File: src/rtl/l0l1_pkg.sv
// Shared L0/L1 path definitions: tag field widths, the {L0ID, BCID} tag layout
// and the default tag FIFO depth.
`ifndef RO_ADDR_WIDTH
`define RO_ADDR_WIDTH 8
`endif

package l0l1_pkg;

    localparam int L0ID_WIDTH = `RO_ADDR_WIDTH;
    localparam int BCID_WIDTH = 8;
    localparam int TAG_DEPTH  = 8;

    typedef struct packed {
        logic [L0ID_WIDTH-1:0] l0id;
        logic [BCID_WIDTH-1:0] bcid;
    } tag_t;

endpackage

File: src/rtl/l0_tag_fifo.sv
// Generic synchronous FIFO with flush and occupancy. Pointers carry one extra
// wrap bit so that full and empty can be told apart.
module l0_tag_fifo #(
    parameter int WIDTH = 16,
    parameter int DEPTH = 8
) (
    input  logic                       clk,
    input  logic                       rst_n,
    input  logic                       flush,
    input  logic                       push,
    input  logic                       pop,
    input  logic [WIDTH-1:0]           din,
    output logic [WIDTH-1:0]           dout,
    output logic                       full,
    output logic                       empty,
    output logic [$clog2(DEPTH):0]     occupancy
);

    localparam int AW = $clog2(DEPTH);

    logic [WIDTH-1:0] mem_q [DEPTH];
    logic [AW:0]      wr_ptr_q, wr_ptr_d;
    logic [AW:0]      rd_ptr_q, rd_ptr_d;
    logic             push_ok;
    logic             pop_ok;

    assign empty     = (wr_ptr_q == rd_ptr_q);
    assign full      = (wr_ptr_q[AW] != rd_ptr_q[AW]) &&
                       (wr_ptr_q[AW-1:0] == rd_ptr_q[AW-1:0]);
    assign occupancy = wr_ptr_q - rd_ptr_q;
    assign dout      = mem_q[rd_ptr_q[AW-1:0]];

    // A push into a full FIFO is only legal when the head leaves in the same cycle.
    assign pop_ok  = pop & ~empty & ~flush;
    assign push_ok = push & (~full | pop_ok) & ~flush;

    always_comb begin
        wr_ptr_d = wr_ptr_q;
        rd_ptr_d = rd_ptr_q;
        if (flush) begin
            wr_ptr_d = '0;
            rd_ptr_d = '0;
        end else begin
            if (push_ok) wr_ptr_d = wr_ptr_q + (AW+1)'(1);
            if (pop_ok)  rd_ptr_d = rd_ptr_q + (AW+1)'(1);
        end
    end

    always_ff @(posedge clk or negedge rst_n) begin
        if (!rst_n) begin
            wr_ptr_q <= '0;
            rd_ptr_q <= '0;
        end else begin
            wr_ptr_q <= wr_ptr_d;
            rd_ptr_q <= rd_ptr_d;
        end
    end

    always_ff @(posedge clk) begin
        if (push_ok) mem_q[wr_ptr_q[AW-1:0]] <= din;
    end

endmodule

File: src/rtl/l0id_tag_writer.sv
// Write-side L0ID counter: numbers each L0 trigger, queues {L0ID, BCID} tags for
// readout and flags overflow, underflow and L0ID disagreement with the reader.
module l0id_tag_writer
    import l0l1_pkg::*;
#(
    parameter int L0ID_WIDTH = l0l1_pkg::L0ID_WIDTH,
    parameter int BCID_WIDTH = l0l1_pkg::BCID_WIDTH,
    parameter int DEPTH      = TAG_DEPTH
) (
    input  logic                      CLK,
    input  logic                      ResetB,
    input  logic                      L0,
    input  logic [BCID_WIDTH-1:0]     BCID,
    input  logic                      L0IDReset,
    input  logic                      L0IDPreset,
    input  logic [L0ID_WIDTH-1:0]     PreL0ID,
    input  logic                      ROReadStrob,
    input  logic [L0ID_WIDTH-1:0]     ExpectL0ID,
    input  logic                      ClearErr,
    output logic [L0ID_WIDTH-1:0]     L0ID,
    output logic [L0ID_WIDTH-1:0]     HeadL0ID,
    output logic [BCID_WIDTH-1:0]     HeadBCID,
    output logic                      TagValid,
    output logic [$clog2(DEPTH):0]    Occupancy,
    output logic                      Overflow,
    output logic                      Underflow,
    output logic                      L0IDMismatch
);

    localparam int TW = L0ID_WIDTH + BCID_WIDTH;

    logic [L0ID_WIDTH-1:0] l0id_q, l0id_d;
    logic [L0ID_WIDTH-1:0] l0id_inc;
    logic                  overflow_q, overflow_d;
    logic                  underflow_q, underflow_d;
    logic                  mismatch_q, mismatch_d;
    logic                  fifo_full, fifo_empty;
    logic                  fifo_push, fifo_pop, fifo_flush;
    logic [TW-1:0]         head_tag;

    assign l0id_inc = l0id_q + L0ID_WIDTH'(1);

    always_comb begin
        l0id_d      = l0id_q;
        overflow_d  = overflow_q & ~ClearErr;
        underflow_d = underflow_q & ~ClearErr;
        mismatch_d  = mismatch_q & ~ClearErr;
        fifo_push   = 1'b0;
        fifo_pop    = 1'b0;
        fifo_flush  = 1'b0;
        if (L0IDReset) begin
            l0id_d      = L0IDPreset ? PreL0ID : '1;
            fifo_flush  = 1'b1;
            overflow_d  = 1'b0;
            underflow_d = 1'b0;
            mismatch_d  = 1'b0;
        end else begin
            fifo_pop  = ROReadStrob & ~fifo_empty;
            fifo_push = L0 & (~fifo_full | fifo_pop);
            // The counter advances even when the tag is dropped, keeping numbering in step.
            if (L0) l0id_d = l0id_inc;
            overflow_d  = overflow_d  | (L0 & ~fifo_push);
            underflow_d = underflow_d | (ROReadStrob & fifo_empty);
            mismatch_d  = mismatch_d  | (fifo_pop & (HeadL0ID != ExpectL0ID));
        end
    end

    always_ff @(posedge CLK or negedge ResetB) begin
        if (!ResetB) begin
            l0id_q      <= '1;
            overflow_q  <= 1'b0;
            underflow_q <= 1'b0;
            mismatch_q  <= 1'b0;
        end else begin
            l0id_q      <= l0id_d;
            overflow_q  <= overflow_d;
            underflow_q <= underflow_d;
            mismatch_q  <= mismatch_d;
        end
    end

    l0_tag_fifo #(
        .WIDTH (TW),
        .DEPTH (DEPTH)
    ) u_fifo (
        .clk       (CLK),
        .rst_n     (ResetB),
        .flush     (fifo_flush),
        .push      (fifo_push),
        .pop       (fifo_pop),
        .din       ({l0id_inc, BCID}),
        .dout      (head_tag),
        .full      (fifo_full),
        .empty     (fifo_empty),
        .occupancy (Occupancy)
    );

    assign L0ID         = l0id_q;
    assign HeadL0ID     = head_tag[TW-1:BCID_WIDTH];
    assign HeadBCID     = head_tag[BCID_WIDTH-1:0];
    assign TagValid     = ~fifo_empty;
    assign Overflow     = overflow_q;
    assign Underflow    = underflow_q;
    assign L0IDMismatch = mismatch_q;

endmodule

File: config.mk
export PLATFORM = sky130hd
export DESIGN_NAME = l0id_tag_writer
export DESIGN_NICKNAME = d
export VERILOG_FILES = /design/src/rtl/l0l1_pkg.sv /design/src/rtl/l0_tag_fifo.sv /design/src/rtl/l0id_tag_writer.sv
export SDC_FILE = /design/constraint.sdc
export NUM_CORES = 1
export LEC_CHECK = 0
export CAP_MARGIN = 30
export CORE_MARGIN = 2
export CORE_UTILIZATION = 55
export CTS_CLUSTER_SIZE = 28
export DETAILED_ROUTE_END_ITERATION = 6
export PLACE_DENSITY = 0.77
export SYNTH_ARGS = -nofsm -noshare
export SYNTH_HDL_FRONTEND = slang
export SYNTH_SLANG_ARGS = --single-unit
export TNS_END_PERCENT = 10
File: constraint.sdc
create_clock -name CLK -period 5.4 [get_ports CLK]
set_clock_uncertainty 0.1 [all_clocks]
set_input_delay 1.62 -clock CLK [delete_from_list [all_inputs] [get_ports CLK]]
set_output_delay 1.62 -clock CLK [all_outputs]
set_load 0.01 [all_outputs]
==> flow_summary.json, run 1 <==
{
  "place_area_um2": 7081,
  "tritoncts": "yes",
  "p_int_mw": 2.266,
  "final_common_cell": "edfxtp_1",
  "fin_crit_ns": 4.517,
  "maxSlewViolCount": 0,
  "nFillCells": 770,
  "grt_overflow": 0,
  "die_area_um2": 12320,
  "async_flop_share_pct": 12.93,
  "setup_violations": 0,
  "worstPathRequired_ns": 3.68,
  "cts_made_buffers": 17,
  "die_h_um": 111.0,
  "p_leak_nw": 2.640,
  "num_antenna_cells": 0,
  "cts-resized-gates": 0,
  "seqCellArea_um2": 4330,
  "die_x_um": 111.0,
  "synth_area_um2": 6299,
  "yosysWarnings": 0,
  "arrival_ns": 2.80,
  "rsz0062_at_grt": "false",
  "dr.pass1.iters": 5,
  "dp_hpwl_mm": 8.215,
  "layout-drive-gt1-share_pct": 19.25,
  "place.gp.congestion": 0.7606,
  "ctsHoldBuffers": 0,
  "multi_input_area_um2": 1823,
  "first_global_vias": 3840,
  "fin_util_pct": 67.70,
  "ys_top_cells_by_area": "edfxtp_1 61%, mux4_2 5.4%, dfrtp_1 4.4%, dfstp_2 3.3%, mux2_2 2.5%",
  "cts.sink_count": 147,
  "path_clk_slew_ns": 0.06,
  "cp_max_fo": 20,
  "drt-initial-drc-count": 336,
  "pwr-share-clk_pct": 36.3,
  "ant_nets": 0,
  "ys_seq_area_share_pct": 68.73,
  "crit_type": "flip-flop to output port",
  "switching_power_mw": 0.7249,
  "fin_area_um2": 7631,
  "ys.flop_type": "edfxtp_1",
  "yosys.cell_types.count": 48,
  "htree_levels": 4,
  "wl_per_cell_um": 20.67,
  "std_cell_rows": 39,
  "seq_power_share_pct": 45.7,
  "wl_mm": 12.94,
  "final_cell_mix": "128 x edfxtp_1, 62 x clkdlybuf4s50_1, 39 x nand2_1",
  "remaining_drc_errors": 0,
  "grt_max_degree": 24,
  "netSwitchingFraction_pct": 24.24,
  "tightest_slew_ns": 0.8713,
  "post_cts_buffers": 0,
  "hp-class": "flip-flop to flip-flop",
  "maxSlewHeadroom_pct": 41.73,
  "fmax_mhz": 221.4,
  "portBuffers": 62,
  "worst_ir_drop_vdd_mv": 0.2494,
  "top_level_ports": 63,
  "track_usage_pct": 22.16,
  "initial_core_util_pct": 55.88,
  "synth-edff-count": 128,
  "grt_pass1_wl_mm": 20.50,
  "clk_latency_ns": 0.41,
  "yosys.area.top_type": "edfxtp_1",
  "core_um2": 11270,
  "outcome": "completed",
  "root_buffer": "clkbuf_16",
  "ctsLongestPathBuffers": 2,
  "yosysTopAreaCellShare_pct": 61.03,
  "power_density_nw_per_um2": 391.9,
  "tns_ns": 0,
  "yosys_register_bits": 147,
  "maxCapViolCount": 0,
  "vias": 3666,
  "period_share_pct": 83.64,
  "viasPerCell": 5.856,
  "finalHoldViolations": 0,
  "cp-start-kind": "flip-flop",
  "syn_to_final_growth_pct": 21.16,
  "synthCells": 390,
  "final_nets": 508,
  "critPathCaptureType": "output port",
  "antenna_found_initial": 0,
  "avgSynthCellArea_um2": 16.15,
  "syn-num-nets": 428,
  "p_comb_share_pct": 18.0
}
## final cells by class
type / instances / share of cell area, %
sequential: 147 / 56.75
multi-input combinational: 220 / 23.89
timing repair buffer: 74 / 9.313
clock buffer: 19 / 5.673
tap: 143 / 2.345
clock inverter: 13 / 1.541
inverter: 10 / 0.4919
## sequential cells by signal, indices dropped and copies added, names as in the netlist
register         count
L0IDMismatch         1
u_fifo.mem_q       128
Overflow             1
u_fifo.wr_ptr_q      4
u_fifo.rd_ptr_q      4
L0ID                 8
Underflow            1
## cell families (layout without fill, tap and decap cells)
kind of cell	count (synthesis)	in the layout	share of synthesized area (%)
muxes	51	51	12.14
and+or+nand+nor	101	101	7.529
AOI/OAI and AO/OA	40	40	4.688
DFF	147	147	68.73
adders and majority gates	7	7	1.510
xor gates and xnor gates	21	21	2.920
buffers and inverters	23	116	2.483
## path summary, 6_finish.rpt
path | from | end | slack [ns] | cells after the start
worst max-delay path | u_fifo.rd_ptr_q[0] | HeadL0ID[6] | 0.88 | 5
worst min-delay path | L0IDMismatch | L0IDMismatch | 0.42 | 2
worst max register to register | u_fifo.rd_ptr_q[2] | u_fifo.mem_q[7][3] | 2.07 | 8
worst min register to register | L0IDMismatch | L0IDMismatch | 0.42 | 2
max in group asynchronous | ResetB | u_fifo.rd_ptr_q[0] | 3.01 | 1
min in group asynchronous | ResetB | u_fifo.rd_ptr_q[3] | 1.60 | 1
## worst max-delay path, stage by stage, from the launching register on
cell,delay (ns)
dfrtp_2,0.77
buf_4,0.41
mux2_2,0.38
o22ai_1,0.25
nor2_1,0.09
clkdlybuf4s50_1,0.48
## routing by layer
metal | up-vias | GRT usage, % | part of all wire [%]
met1 | 1869 | 29.73 | 43
li1 | 1647 | - | -
met5 | - | 0 | 0
met3 | 14 | 6.506 | 7.0
met4 | 0 | 7.243 | 1.3
met2 | 136 | 35.38 | 49
## power by group through the flow
stage | clock, mW | combinational, mW | sequential (mW)
finish | 1.09 | 0.539 | 1.37
floorplan | 0 | 0.364 | 1.37
detailed placement | 0 | 0.537 | 1.39
global placement | 0 | 0.524 | 1.39
global route | 1.15 | 0.584 | 1.37
CTS | 1.10 | 0.542 | 1.37
## synthesized netlist by cell type (3+ instances only)
cell type,number
and2_1,3
nand4_1,5
o21ai_0,6
ha_1,6
nand2_1,39
edfxtp_1,128
mux2i_1,10
mux4_2,15
mux2_4,5
buf_12,3
mux2_2,14
xnor2_1,12
o22ai_1,10
dfrtp_1,11
clkbuf_1,3
and3_1,5
mux2_1,6
dfstp_2,8
nand2b_1,4
or3_1,5
nor2b_1,4
inv_1,9
nor2_1,24
a21oi_1,5
nor3_1,4
nand3_1,4
o22a_1,7
xor2_1,9
## stage by stage
stage | worst slack (ns) | power, mW | instances | hold WS, ns
after CTS | 0.8578 | 3.009 | 626 | 0.4038
after global routing | 0.6829 | 3.101 | 626 | 0.4343
after floorplan | 1.337 | 1.730 | 390 | 0.3709
after detailed placement | 1.240 | 1.926 | 594 | 0.3804
after global placement | 1.324 | 1.911 | 594 | 0.3761
final | 0.8834 | 2.991 | 626 | 0.4164
Power figures use the tool's default switching activity.
==> inputs of run 2 (changes only) <==
- CORE_UTILIZATION: 55 -> 51
- PLACE_DENSITY: 0.77 -> 0.75
- clock period: 5.4 -> 3.6 ns (I/O delays scaled with it)
==> flow_summary.json, run 2 (synthesis gave the netlist of run 1 again) <==
{
  "outcome": "completed",
  "power_density_nw_per_um2": 592.8,
  "ctsHoldBuffers": 0,
  "maxSlewHeadroom_pct": 38.73,
  "tritoncts": "yes",
  "path_clk_slew_ns": 0.06,
  "nFillCells": 851,
  "vias": 3552,
  "cts.sink_count": 147,
  "min-delay-start": "L0IDMismatch",
  "p_comb_share_pct": 18.4,
  "p_leak_nw": 2.680,
  "rsz0062_at_grt": "false",
  "wl_mm": 12.33,
  "final_common_cell": "edfxtp_1",
  "reg2reg_to": "u_fifo.mem_q[4][13]",
  "remaining_drc_errors": 0,
  "place_area_um2": 7133,
  "syn_to_final_growth_pct": 23.40,
  "ctsLongestPathBuffers": 2,
  "worst_ir_drop_vdd_mv": 0.3770,
  "place.gp.congestion": 0.8125,
  "multi_input_area_um2": 1849,
  "maxCapViolCount": 0,
  "portBuffers": 62,
  "period_share_pct": 96.47,
  "cp_max_fo": 36,
  "num_antenna_cells": 0,
  "critPathCaptureType": "output port",
  "cts_made_buffers": 17,
  "die_area_um2": 13250,
  "maxSlewViolCount": 0,
  "holdPathStages": 2,
  "tightest_slew_ns": 0.9162,
  "htree_levels": 4,
  "fin_area_um2": 7772,
  "die_h_um": 115.1,
  "first_global_vias": 3677,
  "r2r_setup_slack_ns": 1.08,
  "fmax_mhz": 287.9,
  "holdWs_ns": 0.4139,
  "netSwitchingFraction_pct": 23.98,
  "clk_latency_ns": 0.42,
  "viasPerCell": 5.594,
  "grt_pass1_wl_mm": 19.31,
  "grt_overflow": 0,
  "root_buffer": "clkbuf_16",
  "ant_nets": 0,
  "grt_max_degree": 37,
  "switching_power_mw": 1.105,
  "fin_cells": 635,
  "final_cell_mix": "128 x edfxtp_1, 62 x clkdlybuf4s50_1, 39 x nand2_1",
  "setup_violations": 0,
  "arrival_ns": 2.29,
  "pwr-share-clk_pct": 37.7,
  "crit_type": "flip-flop to output port",
  "wl_per_cell_um": 19.41,
  "std_cell_rows": 40,
  "r2r_start": "u_fifo.rd_ptr_q[2]",
  "layout-drive-gt1-share_pct": 21.93,
  "antenna_found_initial": 0,
  "seq_power_share_pct": 43.8,
  "core_um2": 12010,
  "dp_hpwl_mm": 7.716,
  "rr_worst_depth": 8,
  "dr.pass1.iters": 4,
  "cp-start-kind": "flip-flop",
  "largest_register_ffs": 128,
  "die_x_um": 115.1,
  "hp-class": "flip-flop to flip-flop",
  "finalHoldViolations": 0,
  "seqCellArea_um2": 4333,
  "track_usage_pct": 20.16,
  "drt-initial-drc-count": 237,
  "final_nets": 513,
  "dp.cells": 601,
  "hold_path_end": "L0IDMismatch",
  "p_int_mw": 3.503,
  "worstPathRequired_ns": 2.42,
  "top_level_ports": 63,
  "fin_crit_ns": 3.473,
  "initial_core_util_pct": 52.44
}
## run 2: changes by cell type in the layout (fill, tap and decap cells not counted), sizes merged
cell / before / now
buf: 12 / 17
clkinv: 9 / 4
clkinvlp: 2 / 5
bufinv: 2 / 3
inv: 10 / 11
## run 2: power groups by stage
stage / Sequential (mW) / Combinational (mW) / Clock [mW]
5_1_grt: 2.03 / 0.918 / 1.84
6_report: 2.02 / 0.849 / 1.74
2_1_floorplan: 2.05 / 0.546 / 0
3_5_place_dp: 2.06 / 0.829 / 0
4_1_cts: 2.02 / 0.852 / 1.77
3_3_place_gp: 2.06 / 0.818 / 0
## run 2: worst max path at each step
stage                            start            endpoint  depth (start not counted)
floorplan           u_fifo.rd_ptr_q[1]  u_fifo.mem_q[0][0]                          9
global placement    u_fifo.rd_ptr_q[0]         HeadL0ID[4]                          5
detailed placement  u_fifo.rd_ptr_q[0]         HeadL0ID[6]                          5
CTS                 u_fifo.rd_ptr_q[2]        Occupancy[3]                          5
global route        u_fifo.rd_ptr_q[0]         HeadL0ID[2]                          5
finish              u_fifo.rd_ptr_q[0]         HeadL0ID[2]                          5
## run 2: cell type report
| class | count | share of cell area [%] |
|---|---|---|
| clock buffer | 19 | 5.570 |
| clock inverter | 13 | 2.061 |
| inverter | 10 | 0.5151 |
| timing repair buffer | 79 | 9.948 |
| tap | 147 | 2.366 |
| sequential | 147 | 55.75 |
| multi-input combinational | 220 | 23.79 |
## run 2: per-layer routing
metal  share of wire (%)  global-route usage, %
met1                  43                  26.08
met2                  49                  32.35
met3                 6.5                  6.168
met4                 1.6                  7.791
met5                   0                      0
## run 2: what timing repair did
| action | 4_1_cts | 5_1_grt |
|---|---|---|
| buffers inserted | 2 | 0 |
| setup endpoints to repair | 8 | 6 |
| endpoints found under the hold margin | 0 | 0 |
| resized for setup | 0 | 9 |
## run 2: stage by stage
step                      util (%)  total power [mW]  setup slack, ns  TNS [ns]
after floorplan                  -             2.595         -0.02661   -0.4257
after global placement       59.39             2.876           0.4281         0
after detailed placement     59.39             2.889           0.4178         0
after CTS                    64.45             4.637         0.001732         0
after global routing         64.71             4.780         0.004543         0
final                        64.71             4.608           0.1269         0
## run 2: worst max-delay path: stages (launching register included)
cell and delay (ns):
dfrtp_2 0.45, buf_12 0.26, mux2_2 0.37, o22ai_1 0.22, nor2_1 0.08, clkdlybuf4s50_1 0.48
